$ cat src/rtl/mem_router_pkg.sv
// Shared definitions for the memory region router.
// Holds the FSM state encoding, the default five-region address map and the
// helper that sizes region-index fields.
package mem_router_pkg;

    localparam int unsigned DEF_NUM_REGIONS = 5;
    localparam int unsigned DEF_ADDR_W      = 32;

    // Router FSM state encoding
    typedef logic [1:0] router_state_t;
    localparam logic [1:0] ST_IDLE   = 2'd0;
    localparam logic [1:0] ST_ACCESS = 2'd1;
    localparam logic [1:0] ST_RESP   = 2'd2;

    // Default map; region i lives in slice i (rightmost entry is region 0):
    // RAM 0x0000, ROM 0x0800, IO 0x1800, HD 0x2B00, TIMER 0x6B00
    localparam logic [DEF_NUM_REGIONS*DEF_ADDR_W-1:0] DEF_REGION_BASE = {
        32'h0000_6B00, 32'h0000_2B00, 32'h0000_1800, 32'h0000_0800, 32'h0000_0000
    };
    localparam logic [DEF_NUM_REGIONS*DEF_ADDR_W-1:0] DEF_REGION_SIZE = {
        32'h0000_0100, 32'h0000_4000, 32'h0000_1300, 32'h0000_1000, 32'h0000_0800
    };

    // Width of a region index; never narrower than one bit
    function automatic int unsigned idxWidth(input int unsigned n);
        return (n > 1) ? $clog2(n) : 1;
    endfunction

endpackage

$ cat src/rtl/mem_region_decode.sv
// Combinational address decoder.
// Finds the lowest-index region containing addr and the region-relative offset.
// Ports:
//   addr   in  ADDR_W   global address
//   hit    out 1        addr falls inside some region
//   index  out IDX_W    lowest matching region index (0 on miss)
//   offset out ADDR_W   addr - base of matching region (0 on miss)
module mem_region_decode
    import mem_router_pkg::*;
#(
    parameter int unsigned NUM_REGIONS = DEF_NUM_REGIONS,
    parameter int unsigned ADDR_W      = DEF_ADDR_W,
    parameter logic [NUM_REGIONS*ADDR_W-1:0] REGION_BASE = DEF_REGION_BASE,
    parameter logic [NUM_REGIONS*ADDR_W-1:0] REGION_SIZE = DEF_REGION_SIZE
) (
    input  logic [ADDR_W-1:0]                      addr,
    output logic                                   hit,
    output logic [idxWidth(NUM_REGIONS)-1:0]       index,
    output logic [ADDR_W-1:0]                      offset
);

    localparam int unsigned IDX_W = idxWidth(NUM_REGIONS);

    logic [ADDR_W:0] addrExt;
    logic [ADDR_W:0] baseExt;
    logic [ADDR_W:0] endExt;

    // Scan from the top down so the lowest matching index wins; the extra
    // bit keeps base+size from wrapping at the top of the address space.
    always_comb begin
        hit     = 1'b0;
        index   = '0;
        offset  = '0;
        addrExt = {1'b0, addr};
        baseExt = '0;
        endExt  = '0;
        for (int i = NUM_REGIONS - 1; i >= 0; i--) begin
            baseExt = {1'b0, REGION_BASE[i*ADDR_W +: ADDR_W]};
            endExt  = baseExt + {1'b0, REGION_SIZE[i*ADDR_W +: ADDR_W]};
            if ((addrExt >= baseExt) && (addrExt < endExt)) begin
                hit    = 1'b1;
                index  = IDX_W'(i);
                offset = addr - REGION_BASE[i*ADDR_W +: ADDR_W];
            end
        end
    end

endmodule

$ cat src/rtl/mem_region_router.sv
// Single-master to multi-slave memory region router.
// Accepts one request at a time, decodes it to a region, drives the selected
// slave until it acks or the wait budget runs out, then returns a one-cycle
// response.
// Ports:
//   clk, rst_n                       clock, async active-low reset
//   req_valid/req_ready              request handshake (ready only when idle)
//   req_write, req_addr, req_wdata   request payload
//   rsp_valid                        one-cycle completion pulse
//   rsp_rdata, rsp_err, rsp_region   response payload, held until next response
//   s_sel, s_we, s_addr, s_wdata     slave-side request (one-hot select)
//   s_rdata, s_ack                   per-slave read data and completion
module mem_region_router
    import mem_router_pkg::*;
#(
    parameter int unsigned NUM_REGIONS = DEF_NUM_REGIONS,
    parameter int unsigned ADDR_W      = DEF_ADDR_W,
    parameter int unsigned DATA_W      = 32,
    parameter logic [NUM_REGIONS*ADDR_W-1:0] REGION_BASE = DEF_REGION_BASE,
    parameter logic [NUM_REGIONS*ADDR_W-1:0] REGION_SIZE = DEF_REGION_SIZE,
    parameter int unsigned TIMEOUT     = 16
) (
    input  logic                                clk,
    input  logic                                rst_n,
    input  logic                                req_valid,
    output logic                                req_ready,
    input  logic                                req_write,
    input  logic [ADDR_W-1:0]                   req_addr,
    input  logic [DATA_W-1:0]                   req_wdata,
    output logic                                rsp_valid,
    output logic [DATA_W-1:0]                   rsp_rdata,
    output logic                                rsp_err,
    output logic [idxWidth(NUM_REGIONS)-1:0]    rsp_region,
    output logic [NUM_REGIONS-1:0]              s_sel,
    output logic                                s_we,
    output logic [ADDR_W-1:0]                   s_addr,
    output logic [DATA_W-1:0]                   s_wdata,
    input  logic [NUM_REGIONS*DATA_W-1:0]       s_rdata,
    input  logic [NUM_REGIONS-1:0]              s_ack
);

    localparam int unsigned IDX_W = idxWidth(NUM_REGIONS);
    localparam int unsigned CNT_W = $clog2(TIMEOUT);

    router_state_t      stateQ;
    router_state_t      stateNext;
    logic [CNT_W-1:0]   waitCnt;
    logic [IDX_W-1:0]   selIdx;

    logic               decHit;
    logic [IDX_W-1:0]   decIdx;
    logic [ADDR_W-1:0]  decOff;

    logic               accept;
    logic               ackHit;
    logic               timeoutHit;

    mem_region_decode #(
        .NUM_REGIONS (NUM_REGIONS),
        .ADDR_W      (ADDR_W),
        .REGION_BASE (REGION_BASE),
        .REGION_SIZE (REGION_SIZE)
    ) u_decode (
        .addr   (req_addr),
        .hit    (decHit),
        .index  (decIdx),
        .offset (decOff)
    );

    // State register
    always_ff @(posedge clk or negedge rst_n) begin
        if (!rst_n) begin
            stateQ <= ST_IDLE;
        end else begin
            stateQ <= stateNext;
        end
    end

    // Next-state logic; acks only count for the selected slave while in ACCESS
    always_comb begin
        stateNext  = stateQ;
        accept     = 1'b0;
        ackHit     = 1'b0;
        timeoutHit = 1'b0;
        case (stateQ)
            ST_IDLE: begin
                if (req_valid) begin
                    accept    = 1'b1;
                    stateNext = decHit ? ST_ACCESS : ST_RESP;
                end
            end
            ST_ACCESS: begin
                ackHit     = |(s_ack & s_sel);
                timeoutHit = (waitCnt == CNT_W'(TIMEOUT - 1));
                if (ackHit || timeoutHit) begin
                    stateNext = ST_RESP;
                end
            end
            ST_RESP: begin
                stateNext = ST_IDLE;
            end
            default: begin
                stateNext = ST_IDLE;
            end
        endcase
    end

    // Registered outputs and datapath; ack takes priority over timeout
    always_ff @(posedge clk or negedge rst_n) begin
        if (!rst_n) begin
            req_ready  <= 1'b1;
            rsp_valid  <= 1'b0;
            rsp_rdata  <= '0;
            rsp_err    <= 1'b0;
            rsp_region <= '0;
            s_sel      <= '0;
            s_we       <= 1'b0;
            s_addr     <= '0;
            s_wdata    <= '0;
            selIdx     <= '0;
            waitCnt    <= '0;
        end else begin
            req_ready <= (stateNext == ST_IDLE);
            rsp_valid <= (stateNext == ST_RESP);

            if (accept) begin
                s_wdata <= req_wdata;
                selIdx  <= decIdx;
                waitCnt <= '0;
                if (decHit) begin
                    s_sel  <= NUM_REGIONS'(1) << decIdx;
                    s_we   <= req_write;
                    s_addr <= decOff;
                end else begin
                    s_addr     <= '0;
                    rsp_err    <= 1'b1;
                    rsp_rdata  <= '0;
                    rsp_region <= '0;
                end
            end

            if (stateQ == ST_ACCESS) begin
                if (ackHit) begin
                    rsp_err    <= 1'b0;
                    rsp_rdata  <= s_we ? '0 : s_rdata[selIdx*DATA_W +: DATA_W];
                    rsp_region <= selIdx;
                    s_sel      <= '0;
                    s_we       <= 1'b0;
                end else if (timeoutHit) begin
                    rsp_err    <= 1'b1;
                    rsp_rdata  <= '0;
                    rsp_region <= selIdx;
                    s_sel      <= '0;
                    s_we       <= 1'b0;
                end else begin
                    waitCnt <= waitCnt + CNT_W'(1);
                end
            end
        end
    end

endmodule

$ cat config.mk
export PLATFORM = sky130hd
export DESIGN_NAME = mem_region_router
export DESIGN_NICKNAME = d
export VERILOG_FILES = /design/src/rtl/mem_router_pkg.sv /design/src/rtl/mem_region_decode.sv /design/src/rtl/mem_region_router.sv
export SDC_FILE = /design/constraint.sdc
export NUM_CORES = 1
export LEC_CHECK = 0
export BUFFER_PORTS_ARGS = -buffer_cell sky130_fd_sc_hd__buf_4
export CAP_MARGIN = 10
export CORE_MARGIN = 2
export CORE_UTILIZATION = 25
export DETAILED_ROUTE_END_ITERATION = 10
export SLEW_MARGIN = 30
export SYNTH_ARGS = -nofsm -noshare
export SYNTH_HDL_FRONTEND = slang
export SYNTH_HIERARCHICAL = 1
export SYNTH_SLANG_ARGS = --single-unit
$ cat constraint.sdc
create_clock -name clk -period 1.6 [get_ports clk]
set_clock_uncertainty 0.05 [all_clocks]
set_input_delay 0.16 -clock clk [delete_from_list [all_inputs] [get_ports clk]]
set_output_delay 0.16 -clock clk [all_outputs]
set_load 0.01 [all_outputs]
# Word-level counts from Yosys, hierarchy flattened
# Index checks and enable logic that the tools add are counted.
[classes]
n_mul = 0
shift = 2
n_eq_ne = 3
n_addsub = 5
bitwise = 1
n_reduce_logical = 8
mux = 54
div_mod_pow = 0
n_lt_le_gt_ge = 9
[op_table]
columns = ["cell", "count"]
rows = [
  ["$mux W32", 12],
  ["$shiftx A160 B9 Y32", 1],
  ["$lt A32 B15 Y1 const B", 2],
  ["$ge A32 B12 Y1 const B", 1],
  ["$ge A32 B13 Y1 const B", 1],
  ["$ge A32 B14 Y1 const B", 1],
  ["$ge A32 B15 Y1 const B", 1],
  ["$lt A32 B12 Y1 const B", 1],
  ["$lt A32 B13 Y1 const B", 1],
  ["$lt A32 B14 Y1 const B", 1],
  ["$sub A32 B12 Y32 const B", 1],
  ["$sub A32 B13 Y32 const B", 1],
  ["$sub A32 B14 Y32 const B", 1],
  ["$sub A32 B15 Y32 const B", 1],
  ["$mux W3", 10],
  ["$mux W5", 5],
  ["$mux W1", 19],
  ["$mux W4", 4],
  ["$mux W2", 3],
  ["$and A5 B5 Y5", 1],
  ["$reduce_or A5 Y1", 1],
  ["$shl A1 B3 Y5 const A", 1],
  ["$add A4 B1 Y4 const B", 1],
  ["$eq A4 B4 Y1 const B", 1],
  ["6 further kinds", 10],
]
[word_totals]
word_cells = 94
ff_bits = 117
ram_bits = 0
output_inout_bits = 108
latch_bits = 0
romBits = 0
n_memories = 0
inputBits = 233

# Logic depth before layout (Yosys ltp)
[logic_depth]
ltp_word = 13
depth_mapped = 10
ltp_nobuf = 9

# By module
# Netlist, hierarchy kept.
[by_module_without_submodules]
columns = ["mod", "cells_each", "instances", "seq_area_each_um2", "area_each_um2"]
rows = [
  ["mem_region_router", 563, 1, 2929.1, 5525.3],
  ["mem_region_decode", 120, 1, 0.0, 938.4],
]

# Worst setup path after synthesis
# Ideal clock, no wire load.
[synth_path]
path_kind = "input-to-reg"
from = "input port req_addr[11]"
to = "register s_sel[2]"
path_buffers = 0
required_time_ns = 1.472
t_arrival_ns = 2.140
cell_stages = 8
setup_slack_ns = -0.668
setup_time_ns = 0.078
cell_sequence = "ha_1 > nor4b_2 > nand4_2 > a2111oi_4 > inv_1 > a21boi_1 > or4b_1 > a21oi_1"
[synth_between]
word_cells_on_any_way = 29
cone_classes = "9 x order compare; 1 x shift; 15 x mux; 4 x reduce/logical"
[synth_lines]
columns = ["element", "line", "rtl"]
rows = [
  ["start: declaration", "mem_region_router.sv:28", "input logic [ADDR_W-1:0] req_addr,"],
  ["$ge A32 B14 Y1 or $lt A32 B15 Y1 (tied branches)", "mem_region_decode.sv:40", "if ((addrExt >= baseExt) && (addrExt < endExt)) begin"],
  ["$logic_and A1 B1 Y1", "mem_region_decode.sv:40", ""],
  ["$mux W3 (3 in series)", "mem_region_decode.sv:40", ""],
  ["$mux W3 *", "mem_region_decode.sv:40", ""],
  ["net decIdx[1]", "mem_region_router.sv:51", "logic [IDX_W-1:0] decIdx;"],
  ["$shl A1 B3 Y5 *", "mem_region_router.sv:131", "s_sel <= NUM_REGIONS'(1) << decIdx;"],
  ["$mux W5 *", "mem_region_router.sv:130", "if (decHit) begin"],
  ["$mux W5 *", "mem_region_router.sv:126", "if (accept) begin"],
  ["$mux W5", "mem_region_router.sv:149", "end else if (timeoutHit) begin"],
  ["$mux W5", "mem_region_router.sv:143", "if (ackHit) begin"],
  ["$mux W5 *", "mem_region_router.sv:142", "if (stateQ == ST_ACCESS) begin"],
  ["end signal: assignment", "mem_region_router.sv:131", ""],
  ["end: declaration", "mem_region_router.sv:34", "output logic [NUM_REGIONS-1:0] s_sel,"],
]
# The timed path passes the listed nets; every way through them passes the cells marked *.
# A chain may end at the register's enable or synchronous reset.

# Final worst setup path
[layout_path]
from = "input port req_addr[25]"
to = "register s_sel[2]"
# Same word-level chain as after synthesis.

==> qor.csv <==
stage,metric,value,unit
yosys,Synth Area in Simple Gates,23.09,%
yosys,"area leader, netlist",dfrtp_1,
floorplan,initial cell density of the core,25.59,%
cts,Worst-path clk slew,0.05,ns
cts,H-tree depth,4,
worst_setup_path,Worst setup EP type,flop,
drt,post-route ant nets,0,
cells_and_area,# nets final,1433,
yosys,"top cells by area, synth","dfrtp_1 (45%), nand2_1 (11%), o2bb2ai_1 (8.4%)",
yosys,most frequent cell after synthesis,nand2_1,
timing,Setup-failing EPs final,37,
worst_setup_path,CP required,1.88,ns
drt,post-route DRC violation count,0,
worst_setup_path,Reg2Reg Launch Point,s_sel[2],
timing,RSZ-0062 raised after global routing,true,
timing,hold_ws,0.001427,ns
floorplan,Chip Width,164.8,um
cells_and_area,final core occ,49.48,%
hold_path,hold depth,3,
yosys,Cells after Synth,683,
timing,fmax,0.5821,GHz
hold_path,Hold Crit Class,in2reg,
power,total power,8.445,mW
cells_and_area,Area growth syn-to-layout,93.32,%
cts,Worst-Skew Late Latency,0.40,ns
yosys,synthesized-area fraction occupied by xor and xnor cells,0.5420,%
floorplan,Core Area,25250,um2
placement,final RePlAce weighted congestion,0.8368,
timing,Max Slew Vio Count,0,
yosys,synth unique cells,65,
cells_and_area,FILL cells,2321,
worst_setup_path,critical-path maximum fanout,3,
timing,final worst path period need,1.718,ns
placement,placed cell count,1406,
drt,final wirelength,28940,um
hold_path,Hold EP,rsp_rdata[21],
cts,CTS tree,done,
yosys,sequential fraction of the synthesis area,45.32,%
yosys,Mapped Area,6464,um2
worst_setup_path,CP arrival,1.99,ns
worst_setup_path,Reg2Reg Depth,7,
timing,Final Hold Viols,0,
yosys,Synth top cells by count,"nand2_1 (189), dfrtp_1 (116), o2bb2ai_1 (62), mux2i_1 (37), nand3_1 (37)",
drt,routed via count,7343,
timing,setup tns final,-3.157,ns
yosys,asr flop ratio synth,100.0,%
outcome,violated checks,negative setup slack,
hold_path,min-delay src,s_rdata[53],
timing,Tcrit/Tclk final,107.4,%
floorplan,Cell Rows,58,
cts,CTS buffer count,17,
floorplan,Die ar.,27160,um2
yosys,Syn Area/Cell,9.464,um2
cells_and_area,design area,12500,um2
worst_setup_path,Critical Path Start Type,input port,
outcome,status,"finished, violations left",
yosys,Yosys reg bits,117,
placement,PortBufs,340,
worst_setup_path,RR Endpoint,rsp_rdata[30],
drt,DRT iter0 DRCs,406,
yosys,mux contribution to synthesized area,5.730,%
flow_run,max-cap violations,0,
global_routing,largest net degree at the start of global routing,60,
global_routing,GRT Overall Usage,20.03,%
yosys,main combinational cell family by area after synthesis,simple AND/OR/NAND/NOR gates,
global_routing,total gr overflow,0,
drt,drt wl/cell,18.82,um
floorplan,Boundary Pins,341,
yosys,Post-synth EDFFs,0,
power,"IR drop worst, VDD",0.0004560,V
global_routing,initial antenna violation count,1,
cells_and_area,Post-Layout Cell Count,1538,
drt,via/cell ratio,4.774,
cts,clock sink count,117,
floorplan,DIE HEIGHT,164.8,um
yosys,Synth Area in Compound Gates,18.64,%
placement,Post-Place Setup Slack,-0.5091,ns
timing,"Worst Setup Slack, final",-0.1178,ns
power,Leak,6.023,nW
global_routing,first-pass GRT wire length,41640,um
yosys,Post-Synth Adder-Cell Area,1.161,%
global_routing,vias in the first global route,7534,
worst_setup_path,reg2reg setup slack,-0.10,ns
power,pwr dens,675.8,nW/um2
drt,DR pass1 iterations,6,
yosys,Ys Warns,6,
cells_and_area,layout cell share with drive strength beyond 1,50.41,%
cts,root buffer cell,clkbuf_16,
placement,Placed Area,10390,um2
yosys,Synth Flop Type,dfrtp_1,
placement,dpl hpwl,20400,um
yosys,top cell type's share of synthesized area,44.91,%
worst_setup_path,kind of critical path,in2reg,
cts,Max clock buf depth,2,
what timing repair did:
action,CTS,global route
endpoints found under the setup margin,43,100
gates resized for setup,40,50
endpoints found under the hold margin,172,2
pin swaps,23,49
hold buffers,74,2
buffers inserted,9,11
cloned,4,5
report_power, final:
| part | internal (mW) | switching, mW |
|---|---|---|
| clock network | 2.32 | 1.39 |
| logic | 0.921 | 0.689 |
| registers | 3.07 | 0.0593 |
| total | 6.31 | 2.13 |
area by class of cell:
type	count	area, um2	share of cell area, %
flip-flops and latches	117	2932	23.46
multi-input cells	507	3809	30.48
clock inverters	9	105.1	0.8411
inverters	8	30.03	0.2403
repair buffers	543	4748	38.00
well taps	330	412.9	3.304
diodes	2	5.005	0.04005
clock buffers	22	454.2	3.635
layer usage:
layer,up-vias,wire (um),global-route usage [%]
met1,3512,10740,22.19
met2,285,14420,34.06
met5,-,0,0
li1,3480,-,-
met3,66,2560,7.007
met4,0,1221,10.12
critical path, cell delays in order:
cell      delay [ns]
buf_6           0.09
nor4_4          0.35
nand3_4         0.16
buf_12          0.16
a211oi_4        0.16
nand2_1         0.13
a21boi_2        0.17
or4b_1          0.45
a21oi_1         0.15
cells in the final DEF, fill, tap and decap left out, drive strengths merged, types with 6 or more instances in the layout:
master and instances:
dfrtp 116, a21oi 12, clkbuf 26, ha 6, nand3 39, conb 9, o21ai 10, buf 463
nand2 192, dlygate4sd3 76, and2 12, a221oi 30, o2bb2ai 62, nor3 13, mux2i 37, inv 8
nor2 15, a31oi 11
cells by family (layout without fill, tap and decap cells):
kind of cell	after synthesis	in the layout
adder cells (fa/ha/maj)	6	6
AND/OR/NAND/NOR	304	305
multiplexers	37	37
AO/OA/AOI/OAI	146	146
XOR/XNOR	4	4
flip-flops	117	117
buffers and inverters	68	582
other	1	11
sequential cells by signal (all words and copies together), names as in the netlist, 2 cells and up:
name / count
s_addr: 32
s_wdata: 32
selIdx: 3
s_sel: 5
rsp_region: 3
stateQ: 2
rsp_rdata: 32
waitCnt: 4
worst max-delay path by stage:
stage                 start            to  cells after the start
2_1_floorplan  req_addr[20]      s_sel[2]                      7
3_3_place_gp   req_addr[11]      s_sel[2]                      9
3_5_place_dp   req_addr[20]      s_sel[2]                      8
4_1_cts            s_sel[2]  rsp_rdata[1]                      7
5_1_grt        req_addr[25]      s_sel[2]                      8
6_report       req_addr[25]      s_sel[2]                      9
No activity file was read; power rests on OpenSTA's default activity.
